## src/rtl/gps_point_feeder.sv

```systemverilog
// Point feeder for the GPS distance calculator: FIFO-buffers host points, issues one
// point per DEN when the calculator is idle, and holds each result behind a valid/ready.
module gps_point_feeder #(
  parameter int DEPTH     = 4,
  parameter int FIRST_GAP = 16,
  parameter int TIMEOUT   = 1023
) (
  input  logic        clk,
  input  logic        reset_n,
  input  logic        in_valid,
  output logic        in_ready,
  input  logic [23:0] in_lon,
  input  logic [23:0] in_lat,
  output logic        DEN,
  output logic [23:0] LON_IN,
  output logic [23:0] LAT_IN,
  input  logic        Valid,
  input  logic [39:0] D,
  input  logic [63:0] a,
  output logic        res_valid,
  input  logic        res_ready,
  output logic [39:0] res_d,
  output logic [63:0] res_a,
  output logic [15:0] res_idx,
  output logic        timeout_err,
  input  logic        clr_err,
  output logic        busy
);

  localparam int AW = $clog2(DEPTH);
  localparam logic [9:0] GAP_END  = 10'(FIRST_GAP);
  localparam logic [9:0] WAIT_END = 10'(TIMEOUT - 1);
  localparam logic [AW:0] PTR_ONE = (AW + 1)'(1);

  typedef enum logic [1:0] {IDLE, SETTLE, WAIT_V, HOLD} state_e;

  state_e      state_q, state_d;
  logic [47:0] mem_q [DEPTH];
  logic [AW:0] wr_ptr_q, rd_ptr_q;
  logic        fifo_empty, fifo_full, push, pop;
  logic [47:0] head;
  logic [9:0]  cnt_q, cnt_d;
  logic        primed_q, primed_d;
  logic        den_q, den_d;
  logic [23:0] lon_q, lon_d, lat_q, lat_d;
  logic        res_valid_q, res_valid_d;
  logic [39:0] res_d_q, res_d_d;
  logic [63:0] res_a_q, res_a_d;
  logic [15:0] res_idx_q, res_idx_d;
  logic        err_q, err_d;

  // Extra pointer MSB distinguishes full from empty when the index bits match.
  assign fifo_empty = (wr_ptr_q == rd_ptr_q);
  assign fifo_full  = (wr_ptr_q[AW] != rd_ptr_q[AW]) &&
                      (wr_ptr_q[AW-1:0] == rd_ptr_q[AW-1:0]);
  assign in_ready   = !fifo_full;
  assign push       = in_valid && !fifo_full;
  assign head       = mem_q[rd_ptr_q[AW-1:0]];

  always_ff @(posedge clk) begin
    if (push) begin
      mem_q[wr_ptr_q[AW-1:0]] <= {in_lon, in_lat};
    end
  end

  always_comb begin
    state_d     = state_q;
    cnt_d       = cnt_q;
    primed_d    = primed_q;
    den_d       = 1'b0;
    lon_d       = lon_q;
    lat_d       = lat_q;
    res_valid_d = res_valid_q;
    res_d_d     = res_d_q;
    res_a_d     = res_a_q;
    res_idx_d   = res_idx_q;
    err_d       = err_q;
    pop         = 1'b0;
    if (clr_err) begin
      err_d = 1'b0;
    end
    case (state_q)
      IDLE: begin
        if (!fifo_empty) begin
          pop            = 1'b1;
          den_d          = 1'b1;
          {lon_d, lat_d} = head;
          cnt_d          = '0;
          state_d        = primed_q ? WAIT_V : SETTLE;
        end
      end
      SETTLE: begin
        if (cnt_q == GAP_END) begin
          primed_d = 1'b1;
          state_d  = IDLE;
        end else begin
          cnt_d = cnt_q + 10'd1;
        end
      end
      WAIT_V: begin
        // A result arriving on the last allowed cycle still beats the timeout.
        if (Valid) begin
          res_d_d     = D;
          res_a_d     = a;
          res_idx_d   = res_idx_q + 16'd1;
          res_valid_d = 1'b1;
          state_d     = HOLD;
        end else if (cnt_q == WAIT_END) begin
          err_d    = 1'b1;
          primed_d = 1'b0;
          state_d  = IDLE;
        end else begin
          cnt_d = cnt_q + 10'd1;
        end
      end
      HOLD: begin
        if (res_ready) begin
          res_valid_d = 1'b0;
          state_d     = IDLE;
        end
      end
      default: state_d = IDLE;
    endcase
  end

  always_ff @(posedge clk or negedge reset_n) begin
    if (!reset_n) begin
      state_q     <= IDLE;
      wr_ptr_q    <= '0;
      rd_ptr_q    <= '0;
      cnt_q       <= '0;
      primed_q    <= 1'b0;
      den_q       <= 1'b0;
      lon_q       <= '0;
      lat_q       <= '0;
      res_valid_q <= 1'b0;
      res_d_q     <= '0;
      res_a_q     <= '0;
      res_idx_q   <= '0;
      err_q       <= 1'b0;
    end else begin
      state_q     <= state_d;
      if (push) wr_ptr_q <= wr_ptr_q + PTR_ONE;
      if (pop)  rd_ptr_q <= rd_ptr_q + PTR_ONE;
      cnt_q       <= cnt_d;
      primed_q    <= primed_d;
      den_q       <= den_d;
      lon_q       <= lon_d;
      lat_q       <= lat_d;
      res_valid_q <= res_valid_d;
      res_d_q     <= res_d_d;
      res_a_q     <= res_a_d;
      res_idx_q   <= res_idx_d;
      err_q       <= err_d;
    end
  end

  assign DEN         = den_q;
  assign LON_IN      = lon_q;
  assign LAT_IN      = lat_q;
  assign res_valid   = res_valid_q;
  assign res_d       = res_d_q;
  assign res_a       = res_a_q;
  assign res_idx     = res_idx_q;
  assign timeout_err = err_q;
  assign busy        = (state_q != IDLE) || !fifo_empty;

endmodule

```

## config.mk

```make
export PLATFORM = sky130hd
export DESIGN_NAME = gps_point_feeder
export DESIGN_NICKNAME = d
export VERILOG_FILES = /design/src/rtl/gps_point_feeder.sv
export SDC_FILE = /design/constraint.sdc
export NUM_CORES = 1
export LEC_CHECK = 0
export BUFFER_PORTS_ARGS = -buffer_cell sky130_fd_sc_hd__buf_2
export CORE_AREA = 3 3 168 170
export DETAILED_ROUTE_END_ITERATION = 6
export DIE_AREA = 0 0 171 173
export GPL_TIMING_DRIVEN = 0
export PLACE_DENSITY = 0.87
export SLEW_MARGIN = 0
export SYNTH_ARGS = -nofsm -noshare
export SYNTH_HDL_FRONTEND = slang
export SYNTH_SLANG_ARGS = --single-unit
```

## constraint.sdc

```tcl
create_clock -name clk -period 6.3 [get_ports clk]
set_clock_uncertainty 0.2 [all_clocks]
set_input_delay 1.26 -clock clk [delete_from_list [all_inputs] [get_ports clk]]
set_output_delay 1.26 -clock clk [all_outputs]
set_load 0.02 [all_outputs]
```

==> results.sh <==
export IMPL_status="complete, no violations"
export IMPL_reg2reg_setup_slack_ns=3.44
export IMPL_fin_nets=1559
export IMPL_grt_usage_pct=25.36
export IMPL_core_region_area_mm2=0.02688
export IMPL_final_layout_size_suffix_gt1_share_pct=36.70
export IMPL_synth_edff_count=192
export IMPL_power_frac_seq_pct=52.6
export IMPL_ir_worst_vdd_mv=0.2647
export IMPL_ys_warnings_count=0
export IMPL_start_kind="register"
export IMPL_cts_setup_buffers=0
export IMPL_comb_power_share_pct=7.4
export IMPL_worst_slew_pin_slew_ns=0.8351
export IMPL_n_fill_cell=1812
export IMPL_grt_first_pass_wirelength_um=57640
export IMPL_synth_area_leader_cell="edfxtp_1"
export IMPL_start_util_pct=54.91
export IMPL_swShare_pct=22.36
export IMPL_rows=60
export IMPL_crit_arrival_ns=1.89
export IMPL_vias=9537
export IMPL_relSlewSlack_pct=44.33
export IMPL_power_per_cell_area_mw_per_mm2=310.0
export IMPL_dieArea_mm2=0.02958
export IMPL_drt_initial_drc_count=807
export IMPL_dp_slack_ns=2.902
export IMPL_synth_seq_cells=382
export IMPL_place_hpwl_um=25980
export IMPL_r2r_end="res_a[45]"
export IMPL_dp_cells=1686
export IMPL_power_mw=5.657
export IMPL_synthFlopType="edfxtp_1"
export IMPL_hold_worst_slack_ns=0.2691
export IMPL_syn_to_final_growth_pct=23.66
export IMPL_hp_class="register to register"
export IMPL_net_switching_power_mw=1.265
export IMPL_htree_levels=2
export IMPL_slew_viol_final=0
export IMPL_clock_latency_ns=0.52
export IMPL_holdBufCountCts=0
export IMPL_min_period_ns=3.349
export IMPL_worstSetupPathType="register to output port"
export IMPL_die_x_um=171
export IMPL_rr_worst_depth=8
export IMPL_synth_fp_nets=1183
export IMPL_dr_pass1_iters=5
export IMPL_route_detailed_drc=0
export IMPL_grt_pass1_vias=10040
export IMPL_hold_end="res_a[42]"
export IMPL_synth_top_area_share_pct=39.07
export IMPL_maxCapViolCount=0
export IMPL_globalplace_congestion=0.8386
export IMPL_viasPerCell=5.406
export IMPL_hold_viol_final=0
export IMPL_cts_buffers=39
export IMPL_crit_path_end_kind="output port"
export IMPL_hold_depth=2
export IMPL_clk_path_buf_depth=3
export IMPL_reg2reg_from="state_q[0]"
export IMPL_grt_remaining_overflow=0
export IMPL_boundaryPins=331
export IMPL_antenna_found_initial=7
export IMPL_clockRootBuffer="clkbuf_16"
export IMPL_ys_top_cells_by_area="edfxtp_1 39%, dfrtp_1 32%, nand2_1 8.5%, mux4_2 7.3%, mux2_2 3.9%"
export IMPL_yosysSeqAreaShare_pct=71.29
export IMPL_rsz0062_at_grt="no"
export IMPL_finalSetupViolCount=0
export IMPL_clock_sinks=382
export IMPL_min_period_over_period_pct=53.16
export IMPL_finalWirelength_um=37490
export IMPL_min_from="res_a[42]"
export IMPL_clockPowerShare_pct=40.0
export IMPL_tritoncts="built"
export IMPL_ant_nets=0
export IMPL_yosysUniqueCellTypes=47
export IMPL_synthArstFlopShare_pct=49.74
export IMPL_wl_per_cell_um=21.25
export IMPL_tns_ns=0
export IMPL_stdcell_count=1764
export IMPL_avgSynthCellArea_um2=14.61
export IMPL_p_int_mw=4.392
export IMPL_static_leakage_power_nw=8.626
export IMPL_path_max_fanout=10
export IMPL_crit_required_ns=4.84
export IMPL_grt_max_degree=98
export IMPL_finalWorstSetupSlack_ns=2.951
export IMPL_synth_area_mm2=0.01476
export IMPL_port_buffers=330
export IMPL_fmax_mhz=298.6
export IMPL_syn_inst=1010
export IMPL_path_clk_slew_ns=0.06
export IMPL_die_height_um=173
export IMPL_cts_resized=0
-- placed cells by master, fill, tap and decap left out, types with 3 or more instances in the layout --
master     Yosys  routed
xnor2_1       13      13
dfrtp_1      190     190
mux2i_1        3       3
edfxtp_1     192     192
buf_1          5       5
inv_1         10      10
and2_2         0       4
nor2_1         7       7
ha_1          15      15
nand3_1       12      12
buf_2         11     340
clkinv_2       0       4
nand4_1        6       6
buf_12         0       4
nor3_1         4       4
diode_2        0       6
mux2_2        51      51
clkbuf_8       0       5
clkbuf_1      30      45
nor4_1         6       6
nand2b_1       3       3
o21ai_0        4       4
o31ai_1        4       4
clkbuf_16      0      40
o211ai_1       5       5
clkinv_1       0       3
and3_1         7       7
xor2_1        12      12
nand2_1      334     334
mux4_2        48      48
-- how the worst max path moves through the flow --
stage	slack [ns]	start	cells past startpoint	end
global placement	0.50	reset_n	1	res_a[14]
finish	2.95	rd_ptr_q[0]	6	busy
floorplan	3.05	in_valid	2	mem_q[3][0]
CTS	2.92	rd_ptr_q[0]	6	busy
detailed placement	2.90	Valid	7	res_a[45]
global route	2.83	state_q[1]	6	busy
-- power groups by stage --
stage               logic (mW)  registers (mW)  clock network, mW
detailed placement       0.426            3.02                  0
CTS                      0.430            2.98               2.31
global route             0.462            2.99               2.41
finish                   0.421            2.97               2.26
floorplan                0.210            3.00                  0
global placement         0.370            3.02                  0
-- kinds of logic (layout without fill, tap and decap cells) --
kind of cell	after synthesis	in the layout	synth area share, %
and+or+nand+nor	401	401	11.36
buffers and inverters	60	467	1.738
muxes	102	102	11.42
xor gates and xnor gates	25	25	1.484
AOI/OAI and AO/OA	25	25	1.433
adders and majority gates	15	15	1.272
DFF	382	382	71.29
other	0	6	0
-- cell type report --
type / count / area, µm² / share of cell area (%)
antenna: 6 / 15.01 / 0.08228
buffer: 50 / 219.0 / 1.200
clock buffer: 60 / 1126 / 6.171
clock inverter: 12 / 150.1 / 0.8228
inverter: 10 / 37.54 / 0.2057
multi-input combinational: 568 / 3985 / 21.84
sequential: 382 / 10520 / 57.65
tap: 341 / 426.7 / 2.338
timing repair buffer: 335 / 1769 / 9.695
-- synth_stat cells, types with 3 or more instances --
cell type and count:
nand2_1 334, edfxtp_1 192, dfrtp_1 190, mux2_2 51
mux4_2 48, clkbuf_1 30, ha_1 15, xnor2_1 13
nand3_1 12, xor2_1 12, buf_2 11, inv_1 10
and3_1 7, nor2_1 7, and2_1 6, nand4_1 6
nor4_1 6, buf_1 5, o211ai_1 5, nor3_1 4
o21ai_0 4, o31ai_1 4, mux2i_1 3, nand2b_1 3
-- flip-flops by register name, summed over array words and instances, names as in the netlist --
register,count
DEN,1
primed_q,1
LAT_IN,24
res_valid,1
LON_IN,24
mem_q,192
timeout_err,1
cnt_q,10
res_d,40
res_a,64
rd_ptr_q,3
wr_ptr_q,3
res_idx,16
state_q,2
-- worst max-delay path, stage by stage, from the launching register on --
cell,delay [ns]
dfrtp_1,0.37
buf_2,0.17
xnor2_1,0.21
and4_4,0.25
buf_6,0.13
inv_1,0.06
buf_2,0.17
-- per-stage QoR --
| step | cell area, µm² | util [%] |
|---|---|---|
| CTS | 18230 | 67.84 |
| detailed placement | 16960 | 63.10 |
| finish | 18250 | 67.90 |
| global route | 18250 | 67.89 |
| global placement | 16830 | 62.64 |
| floorplan | 14760 | - |
-- layer usage --
layer | part of all wire, % | vias to the layer above | track usage, %
met2 | 51 | 398 | 43.54
met5 | 0.083 | - | 0
met3 | 8.9 | 88 | 7.933
met4 | 4.4 | 4 | 10.16
met1 | 36 | 4733 | 29.66
li1 | - | 4314 | -
(Power assumes the default switching activity.)
